==> src/rtl/full_adder.sv <==
// Registered WIDTH-bit ripple-carry adder: a chain of 1-bit full-adder cells
// feeding a result register with carry-out, signed-overflow and zero flags.

module full_adder_cell (
  input  logic a,
  input  logic b,
  input  logic c,
  output logic s,
  output logic co
);

  logic p;

  assign p  = a ^ b;
  assign s  = p ^ c;
  assign co = (a & b) | (c & p);

endmodule

module full_adder #(
  parameter int WIDTH = 4
) (
  input  logic             clk,
  input  logic             rst,
  input  logic             in_valid,
  input  logic [WIDTH-1:0] a,
  input  logic [WIDTH-1:0] b,
  input  logic             cin,
  output logic             out_valid,
  output logic [WIDTH-1:0] s,
  output logic             cout,
  output logic             ovf,
  output logic             zero
);

  // carry[i] is the carry into cell i; carry[WIDTH] leaves the MSB cell.
  logic [WIDTH:0]   carry;
  logic [WIDTH-1:0] sum_c;
  logic             ovf_c;
  logic             zero_c;

  assign carry[0] = cin;

  for (genvar i = 0; i < WIDTH; i++) begin : g_cell
    full_adder_cell u_cell (
      .a  (a[i]),
      .b  (b[i]),
      .c  (carry[i]),
      .s  (sum_c[i]),
      .co (carry[i+1])
    );
  end

  // For WIDTH=1 carry[WIDTH-1] is carry[0], i.e. cin, so no special case is needed.
  assign ovf_c  = carry[WIDTH] ^ carry[WIDTH-1];
  assign zero_c = (sum_c == '0);

  // NOTE: state registers use non-blocking assignments so every flop samples
  // the pre-edge values; blocking here would create order-dependent races.
  always_ff @(posedge clk or posedge rst) begin
    if (rst) begin
      out_valid <= 1'b0;
      s         <= '0;
      cout      <= 1'b0;
      ovf       <= 1'b0;
      zero      <= 1'b1;
    end else begin
      out_valid <= in_valid;
      // Result registers only move on a qualified input, so unqualified
      // (possibly unknown) operands never reach the outputs.
      if (in_valid) begin
        s    <= sum_c;
        cout <= carry[WIDTH];
        ovf  <= ovf_c;
        zero <= zero_c;
      end
    end
  end

endmodule

==> config.mk <==
export PLATFORM = sky130hd
export DESIGN_NAME = full_adder
export DESIGN_NICKNAME = d
export VERILOG_FILES = /design/src/rtl/full_adder.sv
export SDC_FILE = /design/constraint.sdc
export NUM_CORES = 1
export LEC_CHECK = 0
export CAP_MARGIN = 25
export CORE_AREA = 2 2 39 41
export CTS_BUF_LIST = sky130_fd_sc_hd__clkbuf_4 sky130_fd_sc_hd__clkbuf_8
export CTS_CLUSTER_SIZE = 14
export DETAILED_ROUTE_END_ITERATION = 16
export DIE_AREA = 0 0 41 43
export PLACE_DENSITY = 0.68
export SYNTH_ARGS = -nofsm -noshare
export SYNTH_HDL_FRONTEND = slang
export SYNTH_SLANG_ARGS = --single-unit
==> constraint.sdc <==
create_clock -name clk -period 1.5 [get_ports clk]
set_input_delay 0.3 -clock clk [delete_from_list [all_inputs] [get_ports clk]]
set_output_delay 0.3 -clock clk [all_outputs]
set_load 0.005 [all_outputs]
==> results of run 1 <==
power breakdown:
part           switching [mW]  internal [mW]  leakage (nW)  total, mW
registers              0.0222          0.257        0.0915      0.279
clock network          0.0707          0.120        0.0184      0.190
logic                  0.0749          0.170         0.213      0.245
total                   0.168          0.546         0.323      0.714
worst max-delay path, cell delays in order:
cell and delay (ns):
buf_6 0.09, fa_2 0.38, fa_2 0.34, fa_2 0.36, inv_2 0.06, fa_1 0.42, nor4b_4 0.15, mux2_4 0.25
logic make-up (layout without fill, tap and decap cells):
logic type | after synthesis | after routing | share of synthesized area [%]
xor gates and xnor gates | 1 | 1 | 2.04
and+or+nand+nor | 2 | 2 | 4.37
muxes | 6 | 6 | 19.8
buffers and inverters | 6 | 31 | 7.00
AOI/OAI and AO/OA | 1 | 1 | 1.17
adders and majority gates | 4 | 4 | 18.7
DFF | 8 | 8 | 46.9
how the worst max path moves through the flow:
stage / endpoint / slack [ns] / cells past startpoint
6_report: zero / -0.68 / 8
3_5_place_dp: zero / -1.38 / 8
5_1_grt: zero / -0.73 / 8
4_1_cts: zero / -0.70 / 8
3_3_place_gp: zero / -1.36 / 8
2_1_floorplan: zero / -0.87 / 7
cell type report:
class,instances,area [um2]
clock buffers,4,30.0
fillers,125,686
inverters,5,18.8
multi-input cells,14,214
flip-flops and latches,8,201
well taps,16,20.0
repair buffers,22,214
metrics by stage:
stage | TNS, ns | std cells | utilization [%] | power, mW
6_report | -1.98 | 69 | 50.5 | 0.714
5_1_grt | -2.21 | 69 | 50.5 | 0.759
4_1_cts | -2.04 | 69 | 50.5 | 0.726
3_5_place_dp | -6.04 | 65 | 48.5 | 0.526
3_3_place_gp | -5.99 | 65 | 48.5 | 0.521
2_1_floorplan | -2.80 | 28 | - | 0.387
flip-flops by register name, summed over array words and instances (netlist names):
signal     cells
s              4
cout           1
out_valid      1
ovf            1
zero           1
cell usage after synthesis, drive strengths merged:
| library cell | instances |
|---|---|
| dfstp | 1 |
| fa | 4 |
| nor4b | 1 |
| mux2i | 1 |
| nor2 | 1 |
| dfrtp | 7 |
| xnor2 | 1 |
| mux2 | 5 |
| buf | 1 |
| inv | 5 |
| a21oi | 1 |
repair_timing:
item,4_1_cts,5_1_grt
resized for setup,16,0
pin swaps,4,1
setup endpoints to repair,7,5
per-layer routing:
layer / part of all wire [%] / GRT usage (%) / vias up
li1: - / - / 136
met1: 44 / 13.6 / 138
met2: 50 / 15.6 / 12
met3: 5.7 / 0 / 0
met4: 0 / 8.00 / 0
met5: 0 / 0 / -
==> flow_summary_export.csv, run 1 <==
group,metric,value,unit
outcome,outcome,"complete, but fails checks",
outcome,violations,"negative setup slack",
setup_path,critical_path_class,"in2reg",
floorplan,core_area,1380,um2
yosys,syn_area,429,um2
global_routing,grt.total_usage,10.4,%
finish,final_common_cell,"clkdlybuf4s50_1",
timing,slew_headroom,80.2,%
setup_path,arrival,2.35,ns
timing,min_period_over_period,145,%
timing,worst_slack,-0.679,ns
setup_path,cp_max_fo,2,
global_routing,grt_pass1_wl,1240,um
clocking,clk_pin_slew,0.06,ns
clocking,cts_buffers,3,
floorplan,io_pins,20,
floorplan,num_rows,14,
clocking,clockBufferDepth,2,
placement,placed_area,671,um2
pwr,vdd_drop_max,352,uV
finish,postLayoutCellArea,698,um2
yosys,post-synth-top-area-cell,"dfrtp_1",
pwr,power_density,1020,nW/um2
yosys,synth_nets,44,
clocking,cts_max_level,1,
job,maxCapViolations,0,
setup_path,rr_startpoint,"s[2]",
timing,rsz0062_at_grt,"yes",
finish,drive_gt1_share,39.6,%
setup_path,worstReg2RegEnd,"s[2]",
route,finalWirelength,699,um
yosys,synth_warnings,0,
route,vias,286,
finish,diodes,0,
timing,min_period,2.18,ns
yosys,ys_seq_elements,8,
floorplan,die-area,1760,um2
placement,portBuffers,19,
setup_path,endpoint_kind,"flop",
clocking,postCtsSetupBuffers,0,
route,firstDrtPassIters,1,
global_routing,grt_pass1_vias,314,
setup_path,cp-start-kind,"primary input",
finish,final_cell_mix,"clkdlybuf4s50_1 (14), dfrtp_1 (7), mux2_4 (5)",
setup_path,crit_start,"cin",
yosys,yosys-top-cells-area,"dfrtp_1 (41%), fa_1 (19%), mux2_4 (17%), dfstp_2 (6.1%), inv_1 (4.4%)",
global_routing,grt_overflow_total,0,
timing,drv_slew,0,
floorplan,chipWidth,41,um
floorplan,initial_core_util,31.0,%
timing,worst_pin_slew,0.296,ns
finish,nets,70,
yosys,ys_seq_area_share,46.9,%
timing,setup_viol,5,
placement,hpwl,613,um
route,wl_per_cell,10.1,um
route,detail-route-antenna-nets,0,
finish,area_growth,62.7,%
yosys,synth_cells,28,
global_routing,antenna_found_initial,0,
yosys,synth_top_area_share,40.8,%
floorplan,die_h,43,um
route,drc_errors,0,
setup_path,r2r_cells,1,
hold_path,hold_class,"in2async",
timing,fin_skew,0,ns
placement,place_ws,-1.38,ns
clocking,postCtsHoldBufs,0,
clocking,clockRootBuffer,"clkbuf_4",
yosys,synth.distinct_cells,11,
clocking,clock-sinks,8,
global_routing,grt_max_degree,10,
route,viasPerCell,4.14,
clocking,clk_latency,0.25,ns
placement,gp_congestion,0.672,
pwr,power.leakage,0.323,nW
clocking,cts_tree,"done",
route,drt-initial-drc-count,0,
setup_path,r2r_slack,0.73,ns
timing,hold_violations,0,
timing,clock.fmax,459,MHz
timing,holdWs,0.294,ns
yosys,syn_area_per_cell,15.3,um2
setup_path,required,1.67,ns
Note: power is estimated with default switching activity, not from simulation.
==> run 2: changes to the inputs <==
--- a/config.mk
+++ b/config.mk
@@ -5,7 +5,7 @@
 export SDC_FILE = /design/constraint.sdc
 export NUM_CORES = 1
 export LEC_CHECK = 0
-export CAP_MARGIN = 25
+export CAP_MARGIN = 5
 export CORE_AREA = 2 2 39 41
 export CTS_BUF_LIST = sky130_fd_sc_hd__clkbuf_4 sky130_fd_sc_hd__clkbuf_8
 export CTS_CLUSTER_SIZE = 14
==> results of run 2 <==
Same layout as run 1: the final DEF is identical, and so are final timing and power.
